<file path="src/rtl/axil_pkt_sorter.sv">
// axil_pkt_sorter: AXI4-Lite write slave that classifies data words by header byte into valid/invalid FWFT FIFOs
//   i_clk, i_rst_n (async active-low)
//   AXI-Lite write: i_awaddr/i_awvalid/o_awready, i_wdata/i_wvalid/o_wready, o_bresp/o_bvalid/i_bready
//   valid FIFO:   i_val_rd_en,  o_val_rd_data,  o_val_full,  o_val_empty,  o_val_count
//   invalid FIFO: i_ival_rd_en, o_ival_rd_data, o_ival_full, o_ival_empty, o_ival_count
//   o_magic: current magic byte; o_drop_cnt: saturating count of full-drops
//   Define SORTER_DROP_CNT_EN to implement the drop counter (otherwise it reads 0).
//   Registers: 0x00 CTRL (bits[7:0] magic, bit 8 flush), 0x04 DATA; other addresses -> SLVERR.
module axil_pkt_sorter #(
  parameter int DATA_W = 32,
  parameter int ADDR_W = 32,
  parameter int DEPTH = 16,
  parameter logic [7:0] MAGIC = 8'hA5,
  localparam int CNT_W = $clog2(DEPTH + 1)
) (
  input  logic              i_clk,
  input  logic              i_rst_n,
  input  logic [ADDR_W-1:0] i_awaddr,
  input  logic              i_awvalid,
  output logic              o_awready,
  input  logic [DATA_W-1:0] i_wdata,
  input  logic              i_wvalid,
  output logic              o_wready,
  output logic [1:0]        o_bresp,
  output logic              o_bvalid,
  input  logic              i_bready,
  input  logic              i_val_rd_en,
  output logic [DATA_W-1:0] o_val_rd_data,
  output logic              o_val_full,
  output logic              o_val_empty,
  output logic [CNT_W-1:0]  o_val_count,
  input  logic              i_ival_rd_en,
  output logic [DATA_W-1:0] o_ival_rd_data,
  output logic              o_ival_full,
  output logic              o_ival_empty,
  output logic [CNT_W-1:0]  o_ival_count,
  output logic [7:0]        o_magic,
  output logic [15:0]       o_drop_cnt
);
  localparam int PW = $clog2(DEPTH);
  typedef enum logic [2:0] {S_IDLE, S_HAVE_A, S_HAVE_W, S_COMMIT, S_RESP} state_t;
  state_t r_state, w_next;
  logic r_awready, r_wready, r_bvalid;
  logic [1:0] r_bresp;
  logic [ADDR_W-1:0] r_addr;
  logic [DATA_W-1:0] r_data;
  logic [7:0] r_magic;
  logic w_aw_hs, w_w_hs, w_commit, w_is_ctrl, w_is_data, w_hdr_ok, w_tgt_full, w_flush;
  logic [1:0] w_push, w_full, w_empty, w_rd_en;
  logic [DATA_W-1:0] w_rd_data [2];
  logic [CNT_W-1:0] w_count [2];
  assign w_aw_hs = i_awvalid && r_awready;
  assign w_w_hs = i_wvalid && r_wready;
  assign w_commit = r_state == S_COMMIT;
  assign w_is_ctrl = r_addr == ADDR_W'(0);
  assign w_is_data = r_addr == ADDR_W'(4);
  assign w_hdr_ok = r_data[DATA_W-1 -: 8] == r_magic;
  assign w_tgt_full = w_hdr_ok ? w_full[0] : w_full[1];
  assign w_flush = w_commit && w_is_ctrl && r_data[8];
  assign w_push[0] = w_commit && w_is_data && w_hdr_ok && !w_full[0];
  assign w_push[1] = w_commit && w_is_data && !w_hdr_ok && !w_full[1];
  assign w_rd_en = {i_ival_rd_en, i_val_rd_en};
  always_comb begin
    w_next = r_state;
    case (r_state)
      S_IDLE:   w_next = (w_aw_hs && w_w_hs) ? S_COMMIT : w_aw_hs ? S_HAVE_A : w_w_hs ? S_HAVE_W : S_IDLE;
      S_HAVE_A: w_next = w_w_hs ? S_COMMIT : S_HAVE_A;
      S_HAVE_W: w_next = w_aw_hs ? S_COMMIT : S_HAVE_W;
      S_COMMIT: w_next = S_RESP;
      S_RESP:   w_next = (r_bvalid && i_bready) ? S_IDLE : S_RESP;
      default:  w_next = S_IDLE;
    endcase
  end
  // Handshake outputs are registered from the next state so they stay low until the first edge after reset.
  always_ff @(posedge i_clk or negedge i_rst_n) begin
    if (!i_rst_n) begin
      r_state <= S_IDLE;
      r_awready <= 1'b0;
      r_wready <= 1'b0;
      r_bvalid <= 1'b0;
      r_bresp <= 2'b00;
      r_addr <= '0;
      r_data <= '0;
      r_magic <= MAGIC;
    end else begin
      r_state <= w_next;
      r_awready <= (w_next == S_IDLE) || (w_next == S_HAVE_W);
      r_wready <= (w_next == S_IDLE) || (w_next == S_HAVE_A);
      r_bvalid <= w_next == S_RESP;
      if (w_aw_hs) r_addr <= i_awaddr;
      if (w_w_hs) r_data <= i_wdata;
      if (w_commit) r_bresp <= (w_is_ctrl || (w_is_data && !w_tgt_full)) ? 2'b00 : 2'b10;
      if (w_commit && w_is_ctrl) r_magic <= r_data[7:0];
    end
  end
  for (genvar f = 0; f < 2; f++) begin : g_fifo
    logic [DATA_W-1:0] r_mem [DEPTH];
    logic [PW-1:0] r_wp, r_rp;
    logic [CNT_W-1:0] r_cnt;
    logic w_pop;
    assign w_pop = w_rd_en[f] && !w_empty[f];
    assign w_full[f] = r_cnt == CNT_W'(DEPTH);
    assign w_empty[f] = r_cnt == '0;
    assign w_rd_data[f] = r_mem[r_rp];
    assign w_count[f] = r_cnt;
    // Flush has priority over any same-cycle pop.
    always_ff @(posedge i_clk or negedge i_rst_n) begin
      if (!i_rst_n) begin
        r_wp <= '0;
        r_rp <= '0;
        r_cnt <= '0;
      end else if (w_flush) begin
        r_wp <= '0;
        r_rp <= '0;
        r_cnt <= '0;
      end else begin
        if (w_push[f]) r_wp <= r_wp + PW'(1);
        if (w_pop) r_rp <= r_rp + PW'(1);
        r_cnt <= r_cnt + CNT_W'(w_push[f]) - CNT_W'(w_pop);
      end
    end
    always_ff @(posedge i_clk) begin
      if (w_push[f]) r_mem[r_wp] <= r_data;
    end
  end
`ifdef SORTER_DROP_CNT_EN
  logic [15:0] r_drop;
  always_ff @(posedge i_clk or negedge i_rst_n) begin
    if (!i_rst_n) r_drop <= '0;
    else if (w_commit && w_is_data && w_tgt_full && r_drop != 16'hFFFF) r_drop <= r_drop + 16'd1;
  end
  assign o_drop_cnt = r_drop;
`else
  assign o_drop_cnt = '0;
`endif
  assign o_awready = r_awready;
  assign o_wready = r_wready;
  assign o_bvalid = r_bvalid;
  assign o_bresp = r_bresp;
  assign o_magic = r_magic;
  assign o_val_rd_data = w_rd_data[0];
  assign o_val_full = w_full[0];
  assign o_val_empty = w_empty[0];
  assign o_val_count = w_count[0];
  assign o_ival_rd_data = w_rd_data[1];
  assign o_ival_full = w_full[1];
  assign o_ival_empty = w_empty[1];
  assign o_ival_count = w_count[1];
endmodule

</file>
<file path="config.mk">
export PLATFORM = sky130hd
export DESIGN_NAME = axil_pkt_sorter
export DESIGN_NICKNAME = d
export VERILOG_FILES = /design/src/rtl/axil_pkt_sorter.sv
export SDC_FILE = /design/constraint.sdc
export NUM_CORES = 1
export LEC_CHECK = 0
export ABC_CLOCK_PERIOD_IN_PS = 8400
export CORE_MARGIN = 2
export CORE_UTILIZATION = 60
export DETAILED_ROUTE_END_ITERATION = 8
export PLACE_DENSITY = 0.88
export SYNTH_ARGS = -nofsm -noshare
export SYNTH_HDL_FRONTEND = slang
export SYNTH_SLANG_ARGS = --single-unit
</file>
<file path="constraint.sdc">
create_clock -name i_clk -period 8.4 [get_ports i_clk]
set_input_delay 1.68 -clock i_clk [delete_from_list [all_inputs] [get_ports i_clk]]
set_output_delay 1.68 -clock i_clk [all_outputs]
set_load 0.02 [all_outputs]
</file>
==> flow_summary.yaml <==
status:
  status: "finished clean"
cells_and_area:
  antennaDiodeCount: 0
  multi_input_area_um2: 9800
  fill_cells: 3835
  final_common_cell: "edfxtp_1"
  layout-drive-gt1-share_pct: 30.4
  fin_area_um2: 49800
  most-common-layout-cells: "edfxtp_1 (1024), mux4_2 (320), clkdlybuf4s50_1 (159)"
  ff_latch_area_um2: 33400
  nets: 2153
  syn2layout_area_growth_pct: 14.0
synthesis:
  ys_warn_count: 0
  yosysUniqueCellTypes: 55
  synth_top_area_share_pct: 70.4
  synthesis.area_um2: 43700
  synth_compound_area_share_pct: 0.395
  postSynthAreaPerCell_um2: 23.7
  dominantRegCellSynth: "edfxtp_1"
  synth_top_family_by_area: "multiplexers"
  synth_xor_area_share_pct: 0.441
  synth_fa_ha_area_share_pct: 0.722
  syn_inst: 1841
  synth_edf_count: 1024
  yosys.area_share.simple_pct: 2.03
  async_flop_share_pct: 9.30
  yosysTopAreaCell: "edfxtp_1"
  seq_area_frac_synth_pct: 76.5
  synthTopCellsByArea: "edfxtp_1 (70%), mux4_2 (17%), dfrtp_1 (5.8%)"
  synth.mux.area_fraction_pct: 18.5
  synth_seq_cells: 1129
sta:
  fmax_mhz: 163
  drv_slew: 0
  relSlewSlack_pct: 8.17
  clock_skew_ps: 27.1
  rsz0062_at_grt: "false"
  finalSetupViolCount: 0
  tightest_slew_ps: 1380
  hold_viol: 0
  fin_crit_ps: 6140
  setup-tns-final_ps: 0
  fin_crit_sh_pct: 73.1
  worst_slack_ps: 2260
clock_network:
  cts_tree: "yes"
  cts_setup_buffers: 0
  ctsHoldBuffers: 0
  clk_pin_slew_ps: 60
  clock_latency_ps: 660
  cts_root_buf: "clkbuf_16"
  htreeDepth: 3
  cts_sinks: 1129
  post_cts_resized: 0
  cts_buffer_depth: 3
  cts_made_buffers: 107
worst_hold_path:
  hp-class: "register to register"
power_and_ir_drop:
  power.density_nw_per_um2: 357
  p_leak_nw: 16.1
  clkPwrFrac_pct: 26.8
  intPower_mw: 12.3
  p_comb_share_pct: 26.3
  p_sw_share_pct: 30.9
  p_seq_share_pct: 46.9
  vdd_drop_max_uv: 342
  switching_power_mw: 5.49
die:
  fp-row-count: 98
  start_util_pct: 60.9
  fp.dieW_um: 274
  fp.dieArea_um2: 74900
  core_region_area_um2: 71700
  die_h_um: 274
  io_pins: 178
route:
  wl_per_cell_um: 36.4
  drt_iter0_markers: 3484
  post-route-drc-count: 0
  drt_wl_total_um: 113000
  vias: 21500
  drtAntennaViolNets: 0
  viasPerCell: 6.94
  firstDrtPassIters: 6
worst_setup_path:
  path_max_fanout: 82
  crit_buf_inv: 2
  arrival_ps: 4460
  cp_cell_sequence: "buf_4, mux4_2, mux4_2, clkdlybuf4s50_1"
  cp_common_cell: "mux4_2"
  cp-start-kind: "register"
  crit_required_ps: 6720
  crit_family: "buffers and inverters"
  cp_slowest_cell: "dfrtp_4"
  cp-end-kind: "output pin"
  slowest_delay_ps: 1230
  crit_type: "register to output pin"
grt:
  track_usage_pct: 31.0
  grt_max_degree: 131
  grt_overflow: 0
  grt_first_pass_wirelength_um: 163000
  antenna_found_initial: 3
  grt_pass1_vias: 22600
place:
  dpl_cell_area_um2: 46400
  io_buffers: 160
  dp_slack_ps: 3120
  dpl.hpwl_um: 55300
  gp_congestion: 0.788
flow_run:
  max-cap-violations: 0
[flip-flops by register name (all words and copies together) (netlist names)]
name	count
o_magic	8
g_fifo.r_wp	8
o_bvalid	1
o_ival_count	5
o_wready	1
r_data	32
o_awready	1
r_addr	32
o_bresp	1
g_fifo.r_rp	8
r_state	3
o_val_count	5
g_fifo.r_mem	1024
[synth_stat cells, drive strengths merged, types with 5 or more instances]
| cell | count |
|---|---|
| a21o | 5 |
| a21oi | 7 |
| and2 | 15 |
| and4 | 8 |
| buf | 68 |
| clkbuf | 40 |
| dfrtp | 101 |
| edfxtp | 1024 |
| ha | 22 |
| inv | 22 |
| mux2 | 74 |
| mux4 | 320 |
| nand2 | 9 |
| nand3 | 9 |
| nand4 | 5 |
| nor2 | 21 |
| nor4 | 11 |
| nor4b | 10 |
| o21ai | 6 |
| xnor2 | 5 |
| xor2 | 17 |
[power by group through the flow]
stage	registers (mW)	logic, mW	clock network, mW
floorplan	7.76	3.28	0
global placement	8.26	4.42	0
detailed placement	8.40	4.59	0
CTS	8.29	4.72	4.79
global route	8.39	4.91	4.98
finish	8.33	4.68	4.75
[worst paths after layout]
kind                                    from                 to  slack, ps  depth (start not counted)
setup / recovery           g_fifo[0].r_rp[1]  o_val_rd_data[20]       2260                          4
hold / removal                    r_addr[20]         r_addr[20]        510                          1
hold reg to reg                   r_addr[20]         r_addr[20]        510                          1
min in group asynchronous            i_rst_n    o_ival_count[3]       1080                          1
max in group asynchronous            i_rst_n  g_fifo[1].r_rp[1]       6090                          2
setup reg to reg                  r_data[31]     o_val_count[4]       3720                         15
[final cells by class]
type	instances	share of cell area, %
Multi-Input combinational cell	597	19.7
Clock buffer	138	5.72
Clock inverter	58	1.05
Sequential cell	1129	67.1
Inverter	23	0.173
Tap cell	950	2.39
Timing Repair Buffer	200	3.87
[layer usage]
layer / global-route usage (%) / share of wire [%] / vias up
li1: - / - / 8165
met1: 41.3 / 34 / 11100
met2: 50.1 / 49 / 1878
met3: 7.92 / 12 / 281
met4: 12.0 / 4.1 / 2
met5: 0 / 0.012 / -
[worst reg2reg max path, stage by stage, from the launching register on]
cell and delay [ps]:
dfrtp_1 1160, xor2_1 250, nor4_4 500, nand2_2 110, nor4_4 560, inv_2 360, ha_1 390, inv_1 40
ha_1 180, inv_1 70, fa_1 220, inv_1 60, a21oi_1 130, nor2_1 80, or3_1 350, a21oi_1 150
[cells by family after synthesis]
family,Yosys count
DFF,1129
muxes,397
buffers and inverters,131
and+or+nand+nor,111
AOI/OAI and AO/OA,26
adders and majority gates,24
xor gates and xnor gates,22
other,1
[stage by stage]
step | hold slack (ps) | std cells | utilization, % | power [mW]
finish | 508 | 3095 | 69.4 | 17.8
global route | 534 | 3095 | 69.4 | 18.3
CTS | 510 | 3095 | 69.4 | 17.8
detailed placement | 497 | 2899 | 64.7 | 13.0
global placement | 484 | 2899 | 64.7 | 12.7
floorplan | 471 | 1857 | - | 11.0
Power figures use the tool's default switching activity.
